[src/rtl/dsp_ar_order_ctrl_if.sv]
// Port bundle for the read-order sequencer: AR request side, slave-arbitration AR
// side, and the RDATA dispatcher channel taps and controls.
interface dsp_ar_order_ctrl_if #(
  parameter int SLV_AMT     = 2,
  parameter int LEN_W       = 8,
  parameter int OUTST_DEPTH = 4
) ();
  localparam int SLV_ID_W = $clog2(SLV_AMT);
  localparam int CNT_W    = $clog2(OUTST_DEPTH) + 1;

  // Handshakes are valid/ready: a transfer happens in a cycle where both are high;
  // valid never waits on ready.
  logic                ar_valid_i;
  logic [SLV_ID_W-1:0] ar_slv_id_i;
  logic [LEN_W-1:0]    ar_len_i;
  logic                ar_ready_o;
  logic [SLV_AMT-1:0]  sa_ARVALID_o;
  logic [SLV_AMT-1:0]  sa_ARREADY_i;
  logic                dsp_RVALID_q1_i;
  logic                dsp_RREADY_q1_i;
  logic                dsp_RLAST_q1_i;
  logic [SLV_ID_W-1:0] dsp_AR_slv_id_o;
  logic                dsp_AR_disable_o;
  logic [CNT_W-1:0]    outst_cnt_o;
  logic                rlast_err_o;

  modport slave (
    input  ar_valid_i, ar_slv_id_i, ar_len_i, sa_ARREADY_i,
           dsp_RVALID_q1_i, dsp_RREADY_q1_i, dsp_RLAST_q1_i,
    output ar_ready_o, sa_ARVALID_o, dsp_AR_slv_id_o, dsp_AR_disable_o,
           outst_cnt_o, rlast_err_o
  );

  modport master (
    output ar_valid_i, ar_slv_id_i, ar_len_i, sa_ARREADY_i,
           dsp_RVALID_q1_i, dsp_RREADY_q1_i, dsp_RLAST_q1_i,
    input  ar_ready_o, sa_ARVALID_o, dsp_AR_slv_id_o, dsp_AR_disable_o,
           outst_cnt_o, rlast_err_o
  );
endinterface

[src/rtl/dsp_ar_order_ctrl.sv]
// Read-order sequencer: routes AR requests to slaves and keeps an in-order queue of
// {slave ID, ARLEN} whose head steers the RDATA dispatcher.
module dsp_ar_order_ctrl #(
  parameter int SLV_AMT     = 2,
  parameter int LEN_W       = 8,
  parameter int OUTST_DEPTH = 4
) (
  input  logic                ACLK_i,
  input  logic                ARESETn_i,
  dsp_ar_order_ctrl_if.slave  bus
);
  localparam int SLV_ID_W = $clog2(SLV_AMT);
  localparam int CNT_W    = $clog2(OUTST_DEPTH) + 1;
  localparam int PTR_W    = $clog2(OUTST_DEPTH);

  logic [SLV_ID_W-1:0] slv_id_q [OUTST_DEPTH];
  logic [SLV_ID_W-1:0] slv_id_d [OUTST_DEPTH];
  logic [LEN_W-1:0]    len_q    [OUTST_DEPTH];
  logic [LEN_W-1:0]    len_d    [OUTST_DEPTH];
  logic [PTR_W-1:0]    wptr_q, wptr_d, rptr_q, rptr_d;
  logic [LEN_W-1:0]    beat_cnt_q, beat_cnt_d;
  logic [CNT_W-1:0]    cnt_q, cnt_d;
  logic                rlast_err_q, rlast_err_d;

  logic full, empty, id_ready, ar_hs, r_hs, last_beat, pop;

  assign full  = (cnt_q == CNT_W'(OUTST_DEPTH));
  assign empty = (cnt_q == '0);

  // Out-of-range IDs match no k, so they neither raise a valid nor see a ready.
  always_comb begin
    bus.sa_ARVALID_o = '0;
    id_ready         = 1'b0;
    for (int k = 0; k < SLV_AMT; k++) begin
      if (bus.ar_slv_id_i == SLV_ID_W'(k)) begin
        bus.sa_ARVALID_o[k] = bus.ar_valid_i & ~full;
        id_ready            = bus.sa_ARREADY_i[k];
      end
    end
  end

  assign bus.ar_ready_o = id_ready & ~full;
  assign ar_hs          = bus.ar_valid_i & bus.ar_ready_o;
  assign r_hs           = bus.dsp_RVALID_q1_i & bus.dsp_RREADY_q1_i & ~empty;
  assign last_beat      = (beat_cnt_q == len_q[rptr_q]);
  assign pop            = r_hs & last_beat;

  always_comb begin
    slv_id_d    = slv_id_q;
    len_d       = len_q;
    wptr_d      = wptr_q;
    rptr_d      = rptr_q;
    beat_cnt_d  = beat_cnt_q;
    cnt_d       = cnt_q;
    rlast_err_d = 1'b0;
    if (ar_hs) begin
      slv_id_d[wptr_q] = bus.ar_slv_id_i;
      len_d[wptr_q]    = bus.ar_len_i;
      wptr_d           = wptr_q + PTR_W'(1);
    end
    if (r_hs) begin
      // Retirement follows the beat count; RLAST only feeds the error flag.
      rlast_err_d = bus.dsp_RLAST_q1_i ^ last_beat;
      if (last_beat) begin
        beat_cnt_d = '0;
        rptr_d     = rptr_q + PTR_W'(1);
      end else begin
        beat_cnt_d = beat_cnt_q + LEN_W'(1);
      end
    end
    case ({ar_hs, pop})
      2'b10:   cnt_d = cnt_q + CNT_W'(1);
      2'b01:   cnt_d = cnt_q - CNT_W'(1);
      default: cnt_d = cnt_q;
    endcase
  end

  always_ff @(posedge ACLK_i or negedge ARESETn_i) begin
    if (!ARESETn_i) begin
      for (int i = 0; i < OUTST_DEPTH; i++) begin
        slv_id_q[i] <= '0;
        len_q[i]    <= '0;
      end
      wptr_q      <= '0;
      rptr_q      <= '0;
      beat_cnt_q  <= '0;
      cnt_q       <= '0;
      rlast_err_q <= 1'b0;
    end else begin
      slv_id_q    <= slv_id_d;
      len_q       <= len_d;
      wptr_q      <= wptr_d;
      rptr_q      <= rptr_d;
      beat_cnt_q  <= beat_cnt_d;
      cnt_q       <= cnt_d;
      rlast_err_q <= rlast_err_d;
    end
  end

  assign bus.dsp_AR_slv_id_o  = slv_id_q[rptr_q];
  assign bus.dsp_AR_disable_o = empty;
  assign bus.outst_cnt_o      = cnt_q;
  assign bus.rlast_err_o      = rlast_err_q;
endmodule

[src/flat_wrapper.sv]
// flat-port wrapper written by rule: the top's interface ports become plain ports
module dsp_ar_order_ctrl_flat 
#(
  parameter int SLV_AMT     = 2,
  parameter int LEN_W       = 8,
  parameter int OUTST_DEPTH = 4
)
  (ACLK_i, ARESETn_i, bus_ar_valid_i, bus_ar_slv_id_i, bus_ar_len_i, bus_sa_ARREADY_i, bus_dsp_RVALID_q1_i, bus_dsp_RREADY_q1_i, bus_dsp_RLAST_q1_i, bus_ar_ready_o, bus_sa_ARVALID_o, bus_dsp_AR_slv_id_o, bus_dsp_AR_disable_o, bus_outst_cnt_o, bus_rlast_err_o);
  dsp_ar_order_ctrl_if #(.SLV_AMT(SLV_AMT), .LEN_W(LEN_W), .OUTST_DEPTH(OUTST_DEPTH)) bus_i ();
  input  logic ACLK_i;
  input  logic ARESETn_i;
  input wire logic [$bits(bus_i.ar_valid_i)-1:0] bus_ar_valid_i;
  input wire logic [$bits(bus_i.ar_slv_id_i)-1:0] bus_ar_slv_id_i;
  input wire logic [$bits(bus_i.ar_len_i)-1:0] bus_ar_len_i;
  input wire logic [$bits(bus_i.sa_ARREADY_i)-1:0] bus_sa_ARREADY_i;
  input wire logic [$bits(bus_i.dsp_RVALID_q1_i)-1:0] bus_dsp_RVALID_q1_i;
  input wire logic [$bits(bus_i.dsp_RREADY_q1_i)-1:0] bus_dsp_RREADY_q1_i;
  input wire logic [$bits(bus_i.dsp_RLAST_q1_i)-1:0] bus_dsp_RLAST_q1_i;
  output wire logic [$bits(bus_i.ar_ready_o)-1:0] bus_ar_ready_o;
  output wire logic [$bits(bus_i.sa_ARVALID_o)-1:0] bus_sa_ARVALID_o;
  output wire logic [$bits(bus_i.dsp_AR_slv_id_o)-1:0] bus_dsp_AR_slv_id_o;
  output wire logic [$bits(bus_i.dsp_AR_disable_o)-1:0] bus_dsp_AR_disable_o;
  output wire logic [$bits(bus_i.outst_cnt_o)-1:0] bus_outst_cnt_o;
  output wire logic [$bits(bus_i.rlast_err_o)-1:0] bus_rlast_err_o;
  assign bus_i.ar_valid_i = bus_ar_valid_i;
  assign bus_i.ar_slv_id_i = bus_ar_slv_id_i;
  assign bus_i.ar_len_i = bus_ar_len_i;
  assign bus_i.sa_ARREADY_i = bus_sa_ARREADY_i;
  assign bus_i.dsp_RVALID_q1_i = bus_dsp_RVALID_q1_i;
  assign bus_i.dsp_RREADY_q1_i = bus_dsp_RREADY_q1_i;
  assign bus_i.dsp_RLAST_q1_i = bus_dsp_RLAST_q1_i;
  assign bus_ar_ready_o = bus_i.ar_ready_o;
  assign bus_sa_ARVALID_o = bus_i.sa_ARVALID_o;
  assign bus_dsp_AR_slv_id_o = bus_i.dsp_AR_slv_id_o;
  assign bus_dsp_AR_disable_o = bus_i.dsp_AR_disable_o;
  assign bus_outst_cnt_o = bus_i.outst_cnt_o;
  assign bus_rlast_err_o = bus_i.rlast_err_o;
  dsp_ar_order_ctrl #(.SLV_AMT(SLV_AMT), .LEN_W(LEN_W), .OUTST_DEPTH(OUTST_DEPTH)) u_core (.ACLK_i(ACLK_i), .ARESETn_i(ARESETn_i), .bus(bus_i));
endmodule
[config.mk]
export PLATFORM = sky130hd
export DESIGN_NAME = dsp_ar_order_ctrl_flat
export DESIGN_NICKNAME = d
export VERILOG_FILES = /design/src/rtl/dsp_ar_order_ctrl_if.sv /design/src/rtl/dsp_ar_order_ctrl.sv /design/src/flat_wrapper.sv
export SDC_FILE = /design/constraint.sdc
export NUM_CORES = 1
export LEC_CHECK = 0
export BUFFER_PORTS_ARGS = -buffer_cell sky130_fd_sc_hd__clkbuf_2
export CAP_MARGIN = 20
export CORE_MARGIN = 10
export CORE_UTILIZATION = 45
export CTS_CLUSTER_DIAMETER = 150
export DETAILED_ROUTE_END_ITERATION = 16
export HOLD_SLACK_MARGIN = 0.06
export PLACE_DENSITY = 0.7
export SLEW_MARGIN = 30
export SYNTH_ARGS = -nofsm -noshare
export SYNTH_HDL_FRONTEND = slang
export SYNTH_SLANG_ARGS = --single-unit
[constraint.sdc]
create_clock -name ACLK_i -period 6.4 [get_ports ACLK_i]
set_input_delay 1.28 -clock ACLK_i [delete_from_list [all_inputs] [get_ports ACLK_i]]
set_output_delay 1.28 -clock ACLK_i [all_outputs]
set_load 0.05 [all_outputs]
* Yosys cells after proc, flatten, opt, wreduce, memory -nomap -nowiden *
Index checks and enable logic that the tools add are counted.

cells by class
  add/subtract/negate cells = 5
  multiply operators = 0
  div/mod/pow operators = 0
  $lt $le $gt $ge = 3
  eq/ne operators = 4
  shift-type cells = 0
  multiplexer cells = 18
  bitwise gates (word level) = 11
  reductions and logical operators = 4

operators by type and width
  kind                 count
  $bwmux 32            1
  $mux 8               4
  $bmux 8 s2           1
  $demux 8 s2          1
  $add 8x1->8 const B  1
  $eq 8x8->1           1
  $mux 1               7
  $and 1x1->1          6
  $ge 3x3->1 const B   2
  $not 2->3            2
  $pmux 3 s2           1
  $add 2x1->2 const B  2
  $bwmux 4             1
  $add 3x1->3 const B  1
  $eq 3x3->1 const B   1
  $logic_not 3->1      1
  $lt 3x1->1 const B   1
  $sub 3x1->3 const B  1
  $bmux 1 s2           1
  $demux 1 s2          1
  $eq 2x1->1 const B   1
  $eq 2x2->1 const B   1
  $not 1->1            2
  $reduce_and 2->1     1
  other kinds (3)      3

word-level totals
  register bits after elaboration = 52
  bits in latches = 0
  RAM bits = 0
  memory bits (read-only) = 0
  input bits = 17
  output and inout bits = 9
  word-level logic and storage cells = 58
  memories = 0

* Depth between registers and ports, before layout *
Gate-level depths: netlist of run 1.

  word-level depth = 8
  depth in mapped cells = 12
  gate-level depth less buffers = 10

* Worst setup path before layout of run 1 *
OpenSTA, ideal clock, no wires.

  path kind = input -> output
  from = input bus_ar_slv_id_i
  to = output bus_ar_ready_o
  arrival time = 2211 ps
  required time = 5120 ps
  setup slack = 2909 ps
  cell stages on the path = 2
  cell sequence = mux2i_1 a31oi_1

between the ends
  cells in the longest elaborated chain, start to end = 2

ends and longest elaborated chain
  element      RTL line                 text
  from (decl)  flat_wrapper.sv:13       input wire logic [$bits(bus_i.ar_slv_id_i)-1:0] bus_ar_slv_id_i;
  $mux 1       dsp_ar_order_ctrl.sv:35  if (bus.ar_slv_id_i == SLV_ID_W'(k)) begin
  $and 1x1->1  dsp_ar_order_ctrl.sv:42  assign bus.ar_ready_o = id_ready & ~full;
  to (decl)    flat_wrapper.sv:19       output wire logic [$bits(bus_i.ar_ready_o)-1:0] bus_ar_ready_o;

No other way between the ends.

* Worst setup path in the final report of run 1 *
  from = register u_core.rptr_q[0]
  to = register u_core.cnt_q[2], in the netlist u_core.bus.outst_cnt_o[2]

between the ends
  cells in the longest elaborated chain, start to end = 8

ends and longest elaborated chain
  element                                                 RTL line                 text
  from (decl)                                             dsp_ar_order_ctrl.sv:20  logic [PTR_W-1:0] wptr_q, wptr_d, rptr_q, rptr_d;
  from (signal assigned)                                  dsp_ar_order_ctrl.sv:93  rptr_q <= rptr_d;
  $not 2->3 (implied by the code) (*)                     dsp_ar_order_ctrl.sv:45  assign last_beat = (beat_cnt_q == len_q[rptr_q]);
  $bmux 8 s2 (*)                                          dsp_ar_order_ctrl.sv:45
  $mux 8 (implied by the code) (*) (2 in a row)           dsp_ar_order_ctrl.sv:45
  $eq 8x8->1 (*)                                          dsp_ar_order_ctrl.sv:45
  $and 1x1->1 (*)                                         dsp_ar_order_ctrl.sv:46  assign pop = r_hs & last_beat;
  via u_core.pop                                          dsp_ar_order_ctrl.sv:25  logic full, empty, id_ready, ar_hs, r_hs, last_beat, pop;
  $eq 2x1->1 / $eq 2x2->1 (equally long branches)         dsp_ar_order_ctrl.sv:71  case ({ar_hs, pop})
  $pmux 3 s2 / $reduce_bool 2->1 (equally long branches)  n/a
  to (signal assigned)                                    dsp_ar_order_ctrl.sv:95  cnt_q <= cnt_d;
  to (decl)                                               dsp_ar_order_ctrl.sv:22  logic [CNT_W-1:0] cnt_q, cnt_d;

The timed path passes the listed nets; every way through them passes the cells marked *. The select of a mux whose other input is x is not followed.
A chain may end at the register's enable or synchronous reset.

==> results of run 1 <==
[report_power, final]
group          internal [mW]  switching (mW)
Clock                 0.0780           0.107
Sequential             0.472           0.103
Combinational          0.240           0.232
[metal layers]
| layer | vias up | GRT usage | wire length [microns] |
|---|---|---|---|
| met5 | - | 0 | 0 |
| met4 | 0 | 0.0405 | 51 |
| met3 | 4 | 0.0280 | 204 |
| met2 | 24 | 0.177 | 2200 |
| met1 | 793 | 0.152 | 2310 |
| li1 | 778 | - | - |
[cell type report]
class,count,area (sq um),area share
Tap cell,72,90.1,0.0313
Multi-Input combinational cell,133,1240,0.431
Timing Repair Buffer,26,133,0.0460
Clock buffer,6,72.6,0.0252
Clock inverter,2,16.3,0.00565
Inverter,7,26.3,0.00912
Sequential cell,52,1300,0.452
[state kept, by name, indices dropped and copies added, names as in the netlist]
name                    count
u_core.beat_cnt_q           8
u_core.bus.outst_cnt_o      3
u_core.bus.rlast_err_o      1
u_core.len_q               32
u_core.rptr_q               2
u_core.slv_id_q             4
u_core.wptr_q               2
[kinds of logic (layout without fill, tap and decap cells)]
| group | count (synthesis) | in the layout | synth area share |
|---|---|---|---|
| and+or+nand+nor | 48 | 48 | 0.102 |
| AOI/OAI and AO/OA | 17 | 17 | 0.0369 |
| DFF | 52 | 52 | 0.499 |
| buffers and inverters | 13 | 41 | 0.0250 |
| xor gates and xnor gates | 14 | 14 | 0.0470 |
| muxes | 47 | 47 | 0.254 |
| adders and majority gates | 7 | 7 | 0.0365 |
[worst max-delay path, cell delays in order (launching register included)]
cell     delay (ps)
dfrtp_1         630
mux4_1          640
xnor2_1         160
nand4_1         450
nor3_4          350
ha_1            220
inv_1            60
fa_1            370
xor2_1          150
nor2_1          100
xor2_1          160
[stage by stage]
step                      power, mW  std cells  cell area (sq um)  worst slack, ps
after CTS                      1.25        298               2880             3020
after detailed placement       1.06        290               2790             3060
final                          1.23        298               2880             3050
after global routing           1.32        298               2880             2790
after global placement         1.04        290               2790             3060
after floorplan               0.946        198               2610             2910
[cell usage in the layout (no fill, tap or decap), drive strengths merged, types with 2 or more instances in the layout]
master	n
dfrtp	52
mux2	36
clkbuf	31
nand2	20
xnor2	11
mux4	9
o21ai	9
inv	7
nor3	7
ha	6
nor2	4
nand4	3
o211ai	3
xor2	3
nand3	3
mux2i	2
a21oi	2
and3	2
o22ai	2
[worst max-delay path by stage]
stage,endpoint,depth (start not counted)
after global routing,u_core.bus.outst_cnt_o[2]$_DFFE_PN0P_,10
after global placement,bus_ar_ready_o,4
after CTS,u_core.bus.outst_cnt_o[2]$_DFFE_PN0P_,10
final,u_core.bus.outst_cnt_o[2]$_DFFE_PN0P_,10
after floorplan,bus_ar_ready_o,2
after detailed placement,u_core.bus.outst_cnt_o[2]$_DFFE_PN0P_,10
==> impl_metrics.yaml, run 1 <==
sta:
  fin_setup_tns_ps: 0
  hold_ws_ps: 510
  timing_hold_violations_final: 0
  drv_slew: 0
  finalCriticalPeriod_ps: 3350
  slew_headroom: 0.563
  fin_crit_sh: 0.524
  worst_slew_pin_slew_ps: 655
  rsz0062_at_grt: "false"
  setup_violations: 0
  fmax_mhz: 298
  fin_skew_ps: 4.04
layout:
  nFillCells: 507
  layout-drive-gt1-share: 0.327
  n_antenna_cell: 0
  area_growth_pct: 10.5
  final_core_util: 0.517
  final_nets: 249
critical_path:
  required_ps: 6630
  reg2reg_from: "u_core.rptr_q[0]$_DFFE_PN0P_"
  cp-startpoint: "u_core.rptr_q[0]$_DFFE_PN0P_"
  worstPathArrival_ps: 3580
  path_max_fanout: 11
  startpoint_type: "register"
  worst-r2r-cell-count: 10
  cp-end-kind: "register"
  crit_type: "reg2reg"
  worst_r2r_endpoint: "u_core.bus.outst_cnt_o[2]$_DFFE_PN0P_"
  rrSetupSlack_ps: 3050
clock_network:
  ctsHoldBuffers: 0
  cts_resized: 0
  cts_sinks: 52
  clockBufferDepth: 2
  clk_pin_slew_ps: 90
  clockRootBuffer: "clkbuf_8"
  cts_tree: "built"
  numCtsBuffers: 5
  htreeDepth: 2
  postCtsSetupRepairBufs: 0
  clk_latency_ps: 300
drt:
  drc: 0
  drtPass1Iterations: 4
  wl_per_cell_microns: 16.0
  vias_per_cell: 5.37
  drt-initial-drc-count: 36
  postRouteAntennaNets: 0
  wl_microns: 4770
  via_count: 1599
run:
  max-cap-violations: 0
yosys:
  synthTopCellsByCount: "dfrtp_1, mux2_2, nand2_1, xnor2_1"
  yosys_register_bits: 52
  yosysTopAreaCell: "dfrtp_1"
  netlist-cell-type-count: 33
  ys.flop_type: "dfrtp_1"
  syn_area_per_cell_sq_um: 13.2
  netlist_instances: 198
  ys_top_cells_by_area: "dfrtp_1, mux2_2, mux4_1"
  yosysSeqAreaShare: 0.499
  yosys_warnings: 0
  syn-num-nets: 222
  synth-async-reset-ratio: 1.00
  syn_area_sq_mm: 0.00261
  synth_top_area_frac: 0.499
  synth_edf_count: 0
  synth_most_common_cell: "dfrtp_1"
floorplan:
  die_y_microns: 96.1
  row_count: 27
  initial_core_util: 0.468
  fp.coreArea_sq_mm: 0.00557
  io_pins: 26
  die_x_microns: 96.1
  die-area_sq_mm: 0.00924
power_and_ir_drop:
  power_density_mw_per_mm2: 428
  p_leak_nw: 1.30
  irDropWorstVdd_mv: 0.208
hold_path:
  min_to: "u_core.len_q[20]$_DFFE_PN0P_"
  hp-class: "reg2reg"
  hold_path.startpoint: "u_core.len_q[20]$_DFFE_PN0P_"
  hold_depth: 1
global_route:
  grt_pass1_vias: 1641
  grt_usage: 0.114
  grt_pass1_wl_microns: 8270
  grt_max_degree: 53
  overflow: 0
  antenna_found_initial: 0
place:
  io_buffers: 25
  hpwl_microns: 3430
  place_congestion: 0.798
outcome:
  status: "finished, final reports clean"
(Power assumes the default switching activity.)
==> run 2, diff against run 1 <==
--- a/config.mk
+++ b/config.mk
@@ -12,7 +12,7 @@
 export CTS_CLUSTER_DIAMETER = 150
 export DETAILED_ROUTE_END_ITERATION = 16
 export HOLD_SLACK_MARGIN = 0.06
-export PLACE_DENSITY = 0.7
+export PLACE_DENSITY = 0.73
 export SLEW_MARGIN = 30
 export SYNTH_ARGS = -nofsm -noshare
 export SYNTH_HDL_FRONTEND = slang
==> constraint.sdc (replaced) <==
create_clock -name ACLK_i -period 2.8 [get_ports ACLK_i]
set_input_delay 0.56 -clock ACLK_i [delete_from_list [all_inputs] [get_ports ACLK_i]]
set_output_delay 0.56 -clock ACLK_i [all_outputs]
set_load 0.05 [all_outputs]
==> run 2 against run 1 <==
- the flow now finishes with violations (setup timing)
- global-route usage increased by 0.44 points
- final cell count grew 3.4%
- sequential power up 130%
- worst hold slack lost 120 ps
- die area is the same
- cell area grew 4.3%
- count of clock-buffer cells in the layout down 1
- power up 150%
- setup slack got worse by 3100 ps
- via count increased by 5.1%
- first-iteration DRC count grew to 2.5 times the previous value
- core utilization rose by 2.2 points
- critical endpoint unchanged
==> impl_metrics.yaml, run 2 (synthesized netlist as in run 1, its figures left out) <==
critical_path:
  startpoint_type: "register"
  cp-end-kind: "register"
  cp_cell_sequence: "buf_12 -> mux4_2 -> xnor2_1 -> nand4_1 -> nor3_4 -> ha_2 -> inv_2 -> fa_2 -> xor2_1 -> nor2_1 -> xor2_1"
  required_ps: 3020
  cp_slowest_cell: "mux4_2"
  worstPathArrival_ps: 3080
  path_max_fanout: 8
  crit_type: "reg2reg"
  max_stage_delay_ps: 500
  path_common_cell: "xor2_1"
floorplan:
  io_pins: 26
  die_x_microns: 96.1
  row_count: 27
  fp.coreArea_sq_mm: 0.00557
  die-area_sq_mm: 0.00924
  die_y_microns: 96.1
  initial_core_util: 0.468
layout:
  final_nets: 260
  n_antenna_cell: 0
  largestRegisters: "u_core.len_q: 32 flops, u_core.beat_cnt_q: 8 flops, u_core.slv_id_q: 4 flops"
  final_area_sq_mm: 0.00300
  largest_register: "u_core.len_q"
  layout-drive-gt1-share: 0.415
  final_cell_mix: "dfrtp_1, mux2_2, clkbuf_2, nand2_1, buf_4"
  area_growth_pct: 15.2
  nFillCells: 481
  layout_commonest_cell: "dfrtp_1"
  largest_reg_flops: 32
  final_core_util: 0.539
global_route:
  grt_max_degree: 53
  grt_pass1_wl_microns: 8530
  grt_pass1_vias: 1714
  overflow: 0
  grt_usage: 0.118
  antenna_found_initial: 0
power_and_ir_drop:
  switching_share: 0.341
  irDropWorstVdd_mv: 0.535
  combinationalPowerShare: 0.375
  pwr-share-seq: 0.434
  p_leak_nw: 1.35
  power_mw: 3.07
  clkPwrFrac: 0.192
  p_int_mw: 2.02
  power_density_mw_per_mm2: 1020
  switchingPower_mw: 1.05
clock_network:
  cts_sinks: 52
  clk_latency_ps: 290
  clockBufferDepth: 2
  clockRootBuffer: "clkbuf_8"
  clk_pin_slew_ps: 90
  numCtsBuffers: 5
  htreeDepth: 2
  cts_tree: "built"
  ctsHoldBuffers: 0
sta:
  worst_slew_pin_slew_ps: 669
  timing_hold_violations_final: 0
  fin_setup_tns_ps: -54.4
  drv_slew: 0
  fin_crit_sh: 1.02
  setup_ws_ps: -54.4
  finalCriticalPeriod_ps: 2850
  slew_headroom: 0.554
  fmax_mhz: 350
  rsz0062_at_grt: "true"
  setup_violations: 1
  fin_skew_ps: 7.09
place:
  pre_cts_ws_ps: -4.19
  place_congestion: 0.814
  hpwl_microns: 3550
  io_buffers: 25
  place_area_sq_mm: 0.00285
hold_path:
  hp-class: "in2async"
drt:
  via_count: 1681
  wl_microns: 5320
  vias_per_cell: 5.46
  drc: 0
  postRouteAntennaNets: 0
  drtPass1Iterations: 6
  wl_per_cell_microns: 17.3
  drt-initial-drc-count: 90
outcome:
  violations: "setup timing"
  status: "finished, violations left"
run:
  max-cap-violations: 0
## run 2: power groups by stage
stage / Sequential (mW) / Clock, mW / Combinational, mW
after floorplan: 1.31 / 0 / 0.853
after global placement: 1.31 / 0 / 1.08
after detailed placement: 1.33 / 0 / 1.12
after CTS: 1.32 / 0.602 / 1.13
after global routing: 1.37 / 0.641 / 1.26
final: 1.33 / 0.588 / 1.15
## run 2: final timing paths
path | to | from | depth (start not counted) | slack [ps]
max | u_core.bus.outst_cnt_o[2]$_DFFE_PN0P_ | u_core.rptr_q[0]$_DFFE_PN0P_ | 11 | -50
min | u_core.len_q[16]$_DFFE_PN0P_ | ARESETn_i | 2 | 390
max reg2reg | u_core.bus.outst_cnt_o[2]$_DFFE_PN0P_ | u_core.rptr_q[0]$_DFFE_PN0P_ | 11 | -50
min reg2reg | u_core.len_q[13]$_DFFE_PN0P_ | u_core.len_q[13]$_DFFE_PN0P_ | 1 | 510
max in group asynchronous | u_core.rptr_q[0]$_DFFE_PN0P_ | ARESETn_i | 2 | 1980
min in group ACLK_i | u_core.len_q[13]$_DFFE_PN0P_ | u_core.len_q[13]$_DFFE_PN0P_ | 1 | 510
## run 2: cell type report
class	instances	area, sq um	area share
sequential	52	1300	0.433
multi-input combinational	133	1230	0.409
timing repair buffer	37	228	0.0758
tap	72	90.1	0.0300
clock buffer	5	68.8	0.0229
clock inverter	2	60.1	0.0200
inverter	7	26.3	0.00875
## run 2: routing by layer
metal  GRT usage  part of all wire
met5           0                 0
met2       0.184              0.49
met1       0.153              0.45
met3      0.0327             0.046
met4      0.0455             0.010
## run 2: timing repair
item / in CTS / in global routing
cloned: 0 / 0
setup buffers: 3 / 3
setup endpoints to repair: 1 / 1
gates resized for setup: 5 / 7
pin swaps: 6 / 6
## run 2: through the flow
step,std cells,hold slack (ps)
3_5_place_dp,295,485
5_1_grt,308,424
4_1_cts,305,398
3_3_place_gp,295,482
2_1_floorplan,198,264
6_report,308,387
## run 2: critical path, delay by kind of cell (launching register included)
family,cells,cell delay (ps)
XOR/XNOR,3,480
adder cells (fa/ha/maj),2,560
buffers and inverters,2,190
flip-flops,1,400
multiplexers,1,500
AND/OR/NAND/NOR,3,630
